## src/rtl/uart_pkg.sv

```systemverilog
// uart_pkg
//   Definitions shared by the UART receiver and transmitter:
//   - uart_state_t  : frame FSM state encoding (IDLE, START, DATA, PARITY, STOP)
//   - PARITY_*      : values of the PARITY parameter (none / even / odd)
//   - sample_point(): oversample count at which a state takes its bit sample
package uart_pkg;

    typedef enum logic [2:0] {
        ST_IDLE   = 3'd0,
        ST_START  = 3'd1,
        ST_DATA   = 3'd2,
        ST_PARITY = 3'd3,
        ST_STOP   = 3'd4
    } uart_state_t;

    localparam int PARITY_NONE = 0;
    localparam int PARITY_EVEN = 1;
    localparam int PARITY_ODD  = 2;

    // START samples half a bit after the falling edge, landing on the centre of
    // the start bit. Every later state counts one full bit period from there,
    // so its sample also lands on a bit centre.
    function automatic int sample_point(input uart_state_t st, input int oversample);
        return (st == ST_START) ? (oversample / 2 - 1) : (oversample - 1);
    endfunction

endpackage

```

## src/rtl/uart_rx_sampler.sv

```systemverilog
// uart_rx_sampler
//   Brings the asynchronous rx pin into the clk domain and produces the bit
//   value the receiver FSM acts on, together with the strobe marking when that
//   value is meaningful.
//
//   Optional feature, selected by the macro UART_RX_MAJORITY_EN:
//     defined     - bit_val is the majority of rx_s at counts S-2, S-1 and S
//     not defined - bit_val is rx_s at count S
//   Timing and ports are identical in both builds.
//
//   Ports
//     clk        in   system clock
//     reset      in   asynchronous, active-low
//     baud_tick  in   oversample tick
//     rx         in   raw serial line (idle high)
//     cnt        in   current oversample count from the FSM
//     sample_pt  in   count S at which the current state samples
//     rx_s       out  synchronised line
//     bit_val    out  sampled bit value, valid when sample_stb is high
//     sample_stb out  one-clk pulse: tick at count S
module uart_rx_sampler #(
    parameter int CNT_W = 4
) (
    input  logic             clk,
    input  logic             reset,
    input  logic             baud_tick,
    input  logic             rx,
    input  logic [CNT_W-1:0] cnt,
    input  logic [CNT_W-1:0] sample_pt,
    output logic             rx_s,
    output logic             bit_val,
    output logic             sample_stb
);

    logic rx_meta;

    // Two-flop synchroniser; resets to the idle (high) line level so that
    // leaving reset never looks like a start edge.
    always_ff @(posedge clk or negedge reset) begin
        if (!reset) begin
            rx_meta <= 1'b1;
            rx_s    <= 1'b1;
        end else begin
            rx_meta <= rx;
            rx_s    <= rx_meta;
        end
    end

    assign sample_stb = baud_tick && (cnt == sample_pt);

`ifdef UART_RX_MAJORITY_EN
    // rx_s captured on the two ticks before the current one, i.e. at counts
    // S-2 and S-1 when the current tick is at S.
    logic [1:0] hist;

    always_ff @(posedge clk or negedge reset) begin
        if (!reset) begin
            hist <= 2'b11;
        end else if (baud_tick) begin
            hist <= {hist[0], rx_s};
        end
    end

    assign bit_val = (hist[1] & hist[0]) | (hist[1] & rx_s) | (hist[0] & rx_s);
`else
    assign bit_val = rx_s;
`endif

endmodule

```

## src/rtl/uart_rx_param.sv

```systemverilog
// uart_rx_param
//   Parametrised UART receiver. Recovers frames from the asynchronous rx line
//   using an external oversample tick and presents each word in a valid/ready
//   holding register with framing, parity and overrun status.
//
//   Optional feature macro: UART_RX_MAJORITY_EN (majority-of-three bit
//   sampling inside uart_rx_sampler). The default build samples once.
//
//   Parameters
//     DATA_BITS   data bits per frame, 5..9, LSB first
//     OVERSAMPLE  baud_tick pulses per bit, power of two, 8..64
//     PARITY      0 none, 1 even, 2 odd
//     STOP_BITS   1 or 2
//
//   Ports
//     clk         in   system clock
//     reset       in   asynchronous, active-low
//     baud_tick   in   one-clk pulse, OVERSAMPLE per bit period
//     rx          in   serial line, idle high, unsynchronised
//     rx_ready    in   consumer accepts the word when rx_valid & rx_ready
//     rx_valid    out  holding register contains a word
//     rx_data     out  received word, stable while rx_valid
//     frame_err   out  word had a 0 in a stop bit (qualified by rx_valid)
//     parity_err  out  parity mismatch (qualified by rx_valid)
//     overrun     out  one-clk pulse: completed word dropped, register full
//     busy        out  FSM not idle
module uart_rx_param
    import uart_pkg::*;
#(
    parameter int DATA_BITS  = 8,
    parameter int OVERSAMPLE = 16,
    parameter int PARITY     = 0,
    parameter int STOP_BITS  = 1
) (
    input  logic                 clk,
    input  logic                 reset,
    input  logic                 baud_tick,
    input  logic                 rx,
    input  logic                 rx_ready,
    output logic                 rx_valid,
    output logic [DATA_BITS-1:0] rx_data,
    output logic                 frame_err,
    output logic                 parity_err,
    output logic                 overrun,
    output logic                 busy
);

    localparam int CNT_W = $clog2(OVERSAMPLE);
    localparam logic [3:0] LAST_BIT  = 4'(DATA_BITS - 1);
    localparam logic       LAST_STOP = 1'(STOP_BITS - 1);

    uart_state_t          state, state_nxt;
    logic [CNT_W-1:0]     cnt, cnt_nxt;
    logic [CNT_W-1:0]     sample_pt;
    logic [3:0]           bit_idx, bit_idx_nxt;
    logic                 stop_idx, stop_idx_nxt;
    logic [DATA_BITS-1:0] shreg, shreg_nxt;
    logic                 par_flag, par_flag_nxt;
    logic                 frm_flag, frm_flag_nxt;
    logic                 armed, armed_nxt;
    logic                 done, done_nxt;

    logic rx_s;
    logic bit_val;
    logic sample_stb;

    assign sample_pt = CNT_W'(sample_point(state, OVERSAMPLE));

    uart_rx_sampler #(
        .CNT_W (CNT_W)
    ) u_sampler (
        .clk        (clk),
        .reset      (reset),
        .baud_tick  (baud_tick),
        .rx         (rx),
        .cnt        (cnt),
        .sample_pt  (sample_pt),
        .rx_s       (rx_s),
        .bit_val    (bit_val),
        .sample_stb (sample_stb)
    );

    always_ff @(posedge clk or negedge reset) begin
        if (!reset) begin
            state    <= ST_IDLE;
            cnt      <= '0;
            bit_idx  <= '0;
            stop_idx <= 1'b0;
            shreg    <= '0;
            par_flag <= 1'b0;
            frm_flag <= 1'b0;
            armed    <= 1'b0;
            done     <= 1'b0;
        end else begin
            state    <= state_nxt;
            cnt      <= cnt_nxt;
            bit_idx  <= bit_idx_nxt;
            stop_idx <= stop_idx_nxt;
            shreg    <= shreg_nxt;
            par_flag <= par_flag_nxt;
            frm_flag <= frm_flag_nxt;
            armed    <= armed_nxt;
            done     <= done_nxt;
        end
    end

    always_comb begin
        state_nxt    = state;
        cnt_nxt      = cnt;
        bit_idx_nxt  = bit_idx;
        stop_idx_nxt = stop_idx;
        shreg_nxt    = shreg;
        par_flag_nxt = par_flag;
        frm_flag_nxt = frm_flag;
        armed_nxt    = armed;
        done_nxt     = 1'b0;

        if (baud_tick) begin
            // Count wraps at the sample point so the next state starts a
            // fresh bit period from the sample just taken.
            cnt_nxt = (cnt == sample_pt) ? '0 : cnt + 1'b1;

            case (state)
                ST_IDLE: begin
                    cnt_nxt = '0;
                    // A low line only counts as a start edge once the line
                    // has been seen high; a line stuck low after a framing
                    // error therefore never retriggers.
                    if (rx_s) begin
                        armed_nxt = 1'b1;
                    end else if (armed) begin
                        state_nxt = ST_START;
                    end
                end

                ST_START: begin
                    if (sample_stb) begin
                        if (!bit_val) begin
                            state_nxt    = ST_DATA;
                            bit_idx_nxt  = '0;
                            par_flag_nxt = 1'b0;
                            frm_flag_nxt = 1'b0;
                        end else begin
                            state_nxt = ST_IDLE;
                        end
                    end
                end

                ST_DATA: begin
                    if (sample_stb) begin
                        shreg_nxt = {bit_val, shreg[DATA_BITS-1:1]};
                        if (bit_idx == LAST_BIT) begin
                            state_nxt    = (PARITY != PARITY_NONE) ? ST_PARITY : ST_STOP;
                            stop_idx_nxt = 1'b0;
                        end else begin
                            bit_idx_nxt = bit_idx + 1'b1;
                        end
                    end
                end

                ST_PARITY: begin
                    if (sample_stb) begin
                        par_flag_nxt = (^{shreg, bit_val}) != (PARITY == PARITY_ODD);
                        state_nxt    = ST_STOP;
                        stop_idx_nxt = 1'b0;
                    end
                end

                ST_STOP: begin
                    if (sample_stb) begin
                        if (!bit_val) begin
                            frm_flag_nxt = 1'b1;
                        end
                        if (stop_idx == LAST_STOP) begin
                            state_nxt = ST_IDLE;
                            armed_nxt = bit_val;
                            done_nxt  = 1'b1;
                        end else begin
                            stop_idx_nxt = stop_idx + 1'b1;
                        end
                    end
                end

                default: begin
                    state_nxt = ST_IDLE;
                end
            endcase
        end
    end

    // Holding register. A completed frame is loaded one clk after the final
    // stop tick. A consumer handshake in that same clk frees the register, so
    // the new word replaces the old one without an overrun.
    always_ff @(posedge clk or negedge reset) begin
        if (!reset) begin
            rx_valid   <= 1'b0;
            rx_data    <= '0;
            frame_err  <= 1'b0;
            parity_err <= 1'b0;
            overrun    <= 1'b0;
        end else begin
            overrun <= 1'b0;
            if (done) begin
                if (rx_valid && !rx_ready) begin
                    overrun <= 1'b1;
                end else begin
                    rx_valid   <= 1'b1;
                    rx_data    <= shreg;
                    frame_err  <= frm_flag;
                    parity_err <= par_flag;
                end
            end else if (rx_valid && rx_ready) begin
                rx_valid <= 1'b0;
            end
        end
    end

    assign busy = (state != ST_IDLE);

endmodule

```

## config.mk

```make
export PLATFORM = sky130hd
export DESIGN_NAME = uart_rx_param
export DESIGN_NICKNAME = d
export VERILOG_FILES = /design/src/rtl/uart_pkg.sv /design/src/rtl/uart_rx_sampler.sv /design/src/rtl/uart_rx_param.sv
export SDC_FILE = /design/constraint.sdc
export NUM_CORES = 1
export LEC_CHECK = 0
export ABC_AREA = 1
export CAP_MARGIN = 20
export CELL_PAD_IN_SITES_DETAIL_PLACEMENT = 0
export CELL_PAD_IN_SITES_GLOBAL_PLACEMENT = 1
export CORE_ASPECT_RATIO = 0.7
export CORE_MARGIN = 2
export CORE_UTILIZATION = 36
export CTS_CLUSTER_SIZE = 8
export DETAILED_ROUTE_END_ITERATION = 10
export GPL_TIMING_DRIVEN = 0
export PLACE_DENSITY_LB_ADDON = 0.1
export SLEW_MARGIN = 10
export SYNTH_ARGS = -nofsm -noshare
export SYNTH_HDL_FRONTEND = slang
export SYNTH_SLANG_ARGS = --single-unit
```

## constraint.sdc

```tcl
create_clock -name clk -period 1.9 [get_ports clk]
set_clock_uncertainty 0.15 [all_clocks]
set_input_delay 0.38 -clock clk [delete_from_list [all_inputs] [get_ports clk]]
set_output_delay 0.38 -clock clk [all_outputs]
set_load 0.01 [all_outputs]
```

==> reports/metrics.cfg, run 1 <==
[setup_path]
cp-start-kind=flip-flop
crit_arrival_ns=1.30
end_kind=primary output
r2r_start=cnt[0]
cp-startpoint=state[0]
worstPathRequired_ns=1.37
rr_worst_depth=9
path_max_fanout=8
endpoint=busy
r2r_slack_ns=0.14
r2r_end=shreg[4]
critPathKind=reg2out

[yosys]
syn_avg_cell_area_sq_um=8.83
yosysUniqueCellTypes=27
synth_fp_nets=210
ys_seq_area_share_pct=51.8
netlist_instances=203
ys_warn_count=0
ys_ff_latch=37
syn_area_sq_um=1790

[die]
num_rows=21
die_h_microns=63.0
initial_core_util_pct=37.5
die-area_sq_um=5570
ios=18
core_area_sq_um=4780
die_x_microns=88.4

[clocking]
htreeDepth=2
clk_latency_ns=0.29
cts_max_path_buffers=2
clk_pin_slew_ns=0.07
cts_root_buf=clkbuf_8
cts_sinks=37
cts_tree=done
cts_made_buffers=5

[timing]
grt_setup_unrepaired=yes
setup_viol=0
finalCritPeriodShare_pct=96.4
max_freq_ghz=0.546
fin_crit_ns=1.83
slew_headroom_pct=73.1
worst_slack_ns=0.0692
slew_viol_final=0
hold_violations=0
tightest_slew_ns=0.403

[route]
drt_iter0_drc=80
vias=1394
dr.pass1.iters=4
routedWlPerCell_microns=11.9
avgViaCountPerCell=4.63
antenna_left=0
drc_errors=0
wl_microns=3590

[layout]
fillers=487
area_delta_synth_final_pct=23.2
nNetsFinal=238
drive_gt1_share_pct=18.1
n_antenna_cell=0
final_util_pct=46.2

[placed_design]
dp_hpwl_microns=2520
port_buffers=17
pre_cts_ws_ns=-0.0983
routabilityCongestion=0.817

[hold_path]
hold_path_class=reg2reg

[grt]
grt_pass1_wl_microns=6200
grt-ovfl-total=0
grt_start_max_net_pins=38
grt_usage_pct=14.7
grt_pass1_vias=1294
antenna_found_initial=0

[power_and_ir_drop]
vdd_drop_max_v=0.000590
power_density_nw_per_um2=978
power_uw=2160
power.leakage_uw=0.00103

[run_status]
status=finished, final reports clean

[run]
drv_cap=0

critical path: stages (launching register included):
cell and delay (ns):
dfrtp_1 0.36, buf_2 0.18, nor2_4 0.11, nand2_2 0.07
dlygate4sd2_1 0.29
kinds of logic (layout without fill, tap and decap cells):
family | Yosys count | after routing | synth area share (%)
AO/OA/AOI/OAI | 32 | 32 | 11.3
XOR/XNOR | 6 | 6 | 2.93
adder cells (fa/ha/maj) | 2 | 2 | 1.40
buffers and inverters | 24 | 53 | 5.58
flip-flops | 37 | 37 | 51.8
multiplexers | 3 | 3 | 1.88
AND/OR/NAND/NOR | 99 | 99 | 25.1
sequential cells by signal (all words and copies together), names as in the netlist:
name               count
armed                  1
bit_idx                4
cnt                    4
done                   1
frame_err              1
frm_flag               1
overrun                1
par_flag               1
parity_err             1
rx_data                8
rx_valid               1
shreg                  8
state                  3
u_sampler.bit_val      1
u_sampler.rx_meta      1
layout by cell type (no fill, tap or decap), drive strengths merged, types with 5 or more instances in the layout:
master / instances
nand2: 58
dfrtp: 35
nor2: 23
inv: 20
o21ai: 20
clkdlybuf4s50: 15
nand3: 11
a21oi: 9
clkbuf: 8
buf: 7
nand4: 5
cell type report:
class,instances,area (sq um),area share [%]
repair buffers,21,209,9.46
flip-flops and latches,37,930,42.1
well taps,69,86.3,3.91
plain buffers,4,25.0,1.13
multi-input cells,142,783,35.4
clock buffers,7,96.3,4.36
clock inverters,1,5.00,0.227
inverters,20,75.1,3.40
where the power goes:
group / total, uW / switching, uW / internal, uW
sequential: 952 / 76.5 / 876
combinational: 603 / 387 / 216
clock: 606 / 278 / 328
routing by layer:
metal | wire length (microns) | up-vias | track usage (%)
met3 | 185 | 5 | 4.49
met5 | 0 | - | 0
li1 | - | 723 | -
met2 | 1360 | 28 | 19.7
met1 | 1990 | 638 | 22.5
met4 | 54 | 0 | 4.55
worst min-delay path by stage:
stage | from | to | slack [ns] | cells after the start
2_1_floorplan | reset | armed | -0.07 | 0
3_3_place_gp | u_sampler.rx_meta | u_sampler.bit_val | 0.20 | 0
5_1_grt | u_sampler.rx_meta | u_sampler.bit_val | 0.22 | 0
3_5_place_dp | u_sampler.rx_meta | u_sampler.bit_val | 0.20 | 0
6_report | u_sampler.rx_meta | u_sampler.bit_val | 0.21 | 0
4_1_cts | u_sampler.rx_meta | u_sampler.bit_val | 0.21 | 0
stage by stage:
stage	area [sq um]	cells	hold WS, ns	TNS [ns]
detailed placement	2060	290	0.199	-0.878
CTS	2190	300	0.210	0
floorplan	1790	203	-0.0656	0
global placement	2050	289	0.198	-19.36
finish	2210	301	0.209	0
global route	2210	301	0.219	-0.00668
cell usage after synthesis (all sizes together):
master   instances  area, sq um
a21oi            9         52.6
buf              3         21.3
clkbuf           1         3.75
dfrtp           35          876
dfstp            2         52.6
ha               2         25.0
inv             20         75.1
mux2             3         33.8
nand2           58          230
nand3           11         67.6
nand3b           2         15.0
nand4            5         31.3
nor2            23          106
o2111ai          1         8.76
o21ai           20          126
o31ai            2         15.0
xnor2            3         26.3
xor2             3         26.3
repair_timing:
action / 4_1_cts / 5_1_grt
endpoints found under the setup margin: 1 / 5
gates cloned: 0 / 0
gates resized for setup: 3 / 4
pin swaps: 1 / 1
endpoints found under the hold margin: 35 / 0
hold buffers: 1 / 0
buffers inserted: 1 / 1
(Power assumes the default switching activity.)
==> run 2, diff against run 1 <==
DONT_BUFFER_PORTS = 1   (was unset)
PLACE_DENSITY_LB_ADDON = 0.12   (was 0.1)
==> run 2 against run 1 <==
Maximum frequency up 2.7%. Critical path type is now reg2reg. Die area unchanged. Largest cell class unchanged. Design area down 7.7%. Final cell count down 4.7%. Routed wire length up 1.3%. Hold slack worse by 0.095 ns.
==> reports/metrics.cfg, run 2 (synthesized netlist as in run 1, its figures left out) <==
[route]
top_layer_used=met4
avgViaCountPerCell=4.62  ; -0.24%
routedWlPerCell_microns=12.7  ; +6.3%
wl_microns=3640  ; +1.3%
antenna_left=0  ; unchanged
vias=1326  ; -4.9%
wl_met3_microns=172  ; -7.0%
met2WireLength_microns=1430  ; +5.2%
dr.pass1.iters=4  ; unchanged
met1_length_microns=2010  ; +1.0%
drt_iter0_drc=72  ; -10%
drc_errors=0  ; unchanged

[setup_path]
r2r_slack_ns=0.12  ; -0.02 ns
crit_arrival_ns=1.80  ; +0.50 ns
worstPathRequired_ns=1.92  ; +0.55 ns
path_max_fanout=10  ; +2
critPathKind=reg2reg
r2r_end=shreg[3]
rr_worst_depth=9  ; unchanged
r2r_start=cnt[1]
cp-start-kind=flip-flop
end_kind=flip-flop

[placed_design]
place_area_sq_um=1880  ; -9.0%
dp.cells=272  ; -6.2%
pre_cts_ws_ns=0.159  ; +0.257 ns
dp_hpwl_microns=2630  ; +4.5%
port_buffers=0  ; -17
routabilityCongestion=0.719  ; -12%

[clocking]
cts_sinks=37  ; unchanged
cts_root_buf=clkbuf_8
htreeDepth=2  ; unchanged
cts_made_buffers=5  ; unchanged
cts_max_path_buffers=2  ; unchanged
clk_latency_ns=0.28  ; about the same
cts_tree=done
clk_pin_slew_ns=0.07  ; about the same

[grt]
antenna_found_initial=0  ; unchanged
grt_usage_pct=14.4  ; -0.36 points
grt_pass1_wl_microns=6230  ; +0.55%
grt_start_max_net_pins=38  ; unchanged
grt-ovfl-total=0  ; unchanged
grt_pass1_vias=1324  ; +2.3%

[layout]
final_common_cell=nand2_1
nNetsFinal=224  ; -5.9%
area_delta_synth_final_pct=13.7
n_antenna_cell=0  ; unchanged
design_area_sq_um=2040  ; -7.7%
reg_top3=rx_data x8, shreg x8
drive_gt1_share_pct=17.4  ; -0.67 points
post_layout_nonfiller_instances=287  ; -4.7%
layout_common_cells=nand2_1 (54), dfrtp_1 (35), inv_1 (20)

[timing]
setup_viol=0  ; unchanged
fin_crit_ns=1.78  ; -0.0482 ns
max_freq_ghz=0.561  ; +2.7%
slew_viol_final=0  ; unchanged
grt_setup_unrepaired=no
setup_tns_ns=0  ; unchanged
tightest_slew_ns=0.411  ; +0.00816 ns
hold_violations=0  ; unchanged
finalCritPeriodShare_pct=93.8  ; -2.5 points
worst_slack_ns=0.117  ; +0.0482 ns
slew_headroom_pct=72.6  ; -0.54 points

[die]
ios=18  ; unchanged
die_h_microns=63.0  ; unchanged
num_rows=21  ; unchanged
die-area_sq_um=5570  ; unchanged
die_x_microns=88.4  ; unchanged
initial_core_util_pct=37.5  ; unchanged
core_area_sq_um=4780  ; unchanged

[run]
drv_cap=0  ; unchanged

[hold_path]
worst_hold_startpoint=baud_tick
hold_path_class=in2reg
min_path_cells=2  ; +2
worstHoldEndpoint=done

[run_status]
status=finished, final reports clean

[power_and_ir_drop]
vdd_drop_max_v=0.000391  ; -34%
power.leakage_uw=0.000964  ; -6.1%
power_density_nw_per_um2=992  ; +1.5%

## run 2: layout make-up
class	count	area (sq um)
Tap cell	69	86.3
Fill cell	493	2740
Sequential cell	37	928
Clock buffer	7	76.3
Multi-Input combinational cell	142	773
Clock inverter	1	5.00
Buffer	4	25.0
Inverter	20	75.1
Timing Repair Buffer	7	70.1
## run 2: critical path, stage by stage (launching register included)
cell and delay [ns]:
dfrtp_1 0.38, ha_1 0.18, nand2_1 0.08, inv_1 0.08, nand2_2 0.07, nor2_4 0.25, nand3_4 0.17, buf_6 0.19
nand2_1 0.07, o21ai_2 0.05
## run 2: through the flow
step	power, uW	utilization (%)	hold slack, ns
after CTS	2020	41.8	0.101
after global placement	1450	39.3	-0.0646
final	2020	42.6	0.113
after floorplan	1350	-	-0.0656
after detailed placement	1470	39.3	-0.0646
after global routing	2190	42.6	0.0985
## run 2: worst max path at each step
stage	from	end	slack, ns
floorplan	cnt[0]	shreg[3]	0.35
global placement	cnt[0]	shreg[3]	0.19
detailed placement	cnt[0]	shreg[3]	0.16
CTS	cnt[0]	shreg[3]	0.13
global route	cnt[1]	shreg[4]	0.002
finish	cnt[1]	shreg[3]	0.12
## run 2: where the power goes
group	total, uW	internal, uW	switching (uW)
sequential	948	875	73.2
combinational	561	179	381
clock	515	257	258
## run 2: per-layer routing
metal | up-vias | track usage, %
met5 | - | 0
met4 | 0 | 4.36
met3 | 2 | 4.49
met2 | 29 | 19.5
met1 | 610 | 21.6
li1 | 685 | -
## run 2: repair_timing
action | CTS | global route
setup endpoints to repair | 0 | 6
hold endpoints to repair | 38 | 0
hold buffers | 3 | 0
gates resized for setup | 0 | 2
setup buffers | 0 | 4
==> run 3, diff against run 2 <==
DONT_BUFFER_PORTS = unset   (was 1)
==> run 3 against run 2 <==
Combinational power up 12%. Utilization up 3.8 points. Sequential power about the same. Global-route usage up 1.1 points. Via count up 6.6%. Sequential cell count unchanged. Hold slack better by 0.10 ns. Non-clock buffer count up 17. Power up 4.8%. Critical endpoint is now busy. Largest cell class unchanged.
==> reports/metrics.cfg, run 3 (synthesized netlist as in run 1, its figures left out) <==
[grt]
antenna_found_initial=0  ; unchanged
use_met1_pct=22.7  ; +1.0 points
use_met2_pct=22.2  ; +2.6 points
grt_pass1_wl_microns=6640  ; +6.5%
grt_pass1_vias=1447  ; +9.3%
busiest_layer=met1
gr-usage-met3_pct=4.49  ; unchanged
grt_start_max_net_pins=25  ; -34%
grt-ovfl-total=0  ; unchanged
grt_usage_pct=15.5  ; +1.1 points

[layout]
area_delta_synth_final_pct=24.0
n_antenna_cell=0  ; unchanged
reg_top3=rx_data x8, shreg x8
drive_gt1_share_pct=17.9  ; +0.52 points
layout_common_cells=nand2_1 (53), dfrtp_1 (35), inv_1 (20)
nNetsFinal=241  ; +7.6%
final_util_pct=46.5  ; +3.8 points
post_layout_nonfiller_instances=303  ; +5.6%
final_common_cell=nand2_1

[die]
initial_core_util_pct=37.5  ; unchanged
ios=18  ; unchanged
num_rows=21  ; unchanged
die-area_sq_um=5570  ; unchanged
die_x_microns=88.4  ; unchanged
die_h_microns=63.0  ; unchanged
core_area_sq_um=4780  ; unchanged

[route]
avgViaCountPerCell=4.67  ; +1.0%
wl_microns=3650  ; +0.50%
drc_errors=0  ; unchanged
routedWlPerCell_microns=12.1  ; -4.8%
drt_iter0_drc=89  ; +24%
dr.pass1.iters=4  ; unchanged
antenna_left=0  ; unchanged
vias=1414  ; +6.6%

[timing]
max_freq_ghz=0.554  ; -1.2%
tightest_slew_ns=0.379  ; -0.0318 ns
setup_viol=0  ; unchanged
hold_slack_ns=0.214  ; +0.101 ns
slew_headroom_pct=74.6  ; +2.0 points
slew_viol_final=0  ; unchanged
fin_crit_ns=1.81  ; +0.0224 ns
setup_tns_ns=0  ; unchanged
hold_violations=0  ; unchanged
finalCritPeriodShare_pct=95.0  ; +1.2 points

[placed_design]
dp.cells=290  ; +6.6%
port_buffers=17  ; +17
routabilityCongestion=0.784  ; +9.1%
dp_hpwl_microns=2670  ; +1.5%

[setup_path]
path_max_fanout=8  ; -2
worstPathRequired_ns=1.37  ; -0.55 ns
critPathKind=reg2out
crit_chain=buf_2 -> nor2_4 -> nand2_2 -> dlygate4sd2_1
crit_arrival_ns=1.28  ; -0.52 ns
path_delay_family=buffers and inverters
end_kind=primary output
crit_slowest_cell=dfrtp_1
cp_num_buf_inv=2  ; unchanged
max_stage_delay_ns=0.35  ; -0.03 ns
cp-start-kind=flip-flop

[clocking]
cts_root_buf=clkbuf_8
cts_tree=done
cts_made_buffers=5  ; unchanged
clk_latency_ns=0.28  ; about the same
cts_sinks=37  ; unchanged
cts_max_path_buffers=2  ; unchanged
clk_pin_slew_ns=0.07  ; about the same
htreeDepth=2  ; unchanged

[run_status]
status=finished, final reports clean

[run]
drv_cap=0  ; unchanged

[power_and_ir_drop]
vdd_drop_max_v=0.000470  ; +20%
power_density_nw_per_um2=954  ; -3.9%
power.leakage_uw=0.00103  ; +7.3%

[hold_path]
hold_path_class=reg2reg

## run 3: routing by layer
metal / vias up / part of all wire, %
met3: 2 / 3.9
met2: 26 / 43
met1: 668 / 53
li1: 718 / -
met4: 0 / 0.52
met5: - / 0
## run 3: worst register-to-register path, delay by kind of cell (launching register included)
kind            cells  cell delay [ns]
buf+inv             2             0.31
simple gates        4             0.71
compound gates      1             0.04
flops               1             0.42
## run 3: path summary, 6_finish.rpt
path / startpoint / end / slack, ns / cells after the start
setup / recovery: state[0] / busy / 0.09 / 4
hold / removal: u_sampler.rx_meta / u_sampler.bit_val / 0.21 / 0
max in group asynchronous: reset / u_sampler.rx_meta / 0.68 / 3
min in group asynchronous: reset / rx_data[7] / 0.40 / 2
hold reg to reg: u_sampler.rx_meta / u_sampler.bit_val / 0.21 / 0
setup reg to reg: state[2] / shreg[2] / 0.15 / 7
## run 3: what timing repair did
item                       CTS  global route
hold endpoints to repair    13             0
gates resized for setup      2             4
setup buffers                1             4
pin swaps                    1             1
setup endpoints to repair    1            10
hold buffers                 1             0
## run 3: stage by stage
stage | area (sq um) | worst slack [ns] | power, uW
6_report | 2220 | 0.0949 | 2120
5_1_grt | 2220 | -0.000636 | 2290
4_1_cts | 2180 | 0.0191 | 2110
3_5_place_dp | 2070 | -0.0759 | 1520
3_3_place_gp | 2050 | -0.556 | 1500
2_1_floorplan | 1790 | 0.354 | 1350
## run 3: report_power, final
part	internal (uW)	total, uW	switching [uW]
logic	230	626	395
registers	875	951	76.0
clock network	288	544	256
total	1390	2120	727
## run 3: area by class of cell
class | instances | area (sq um)
fillers | 476 | 2560
flip-flops and latches | 37 | 928
multi-input cells | 142 | 783
repair buffers | 24 | 239
clock buffers | 7 | 86.3
well taps | 69 | 86.3
inverters | 20 | 75.1
plain buffers | 4 | 25.0
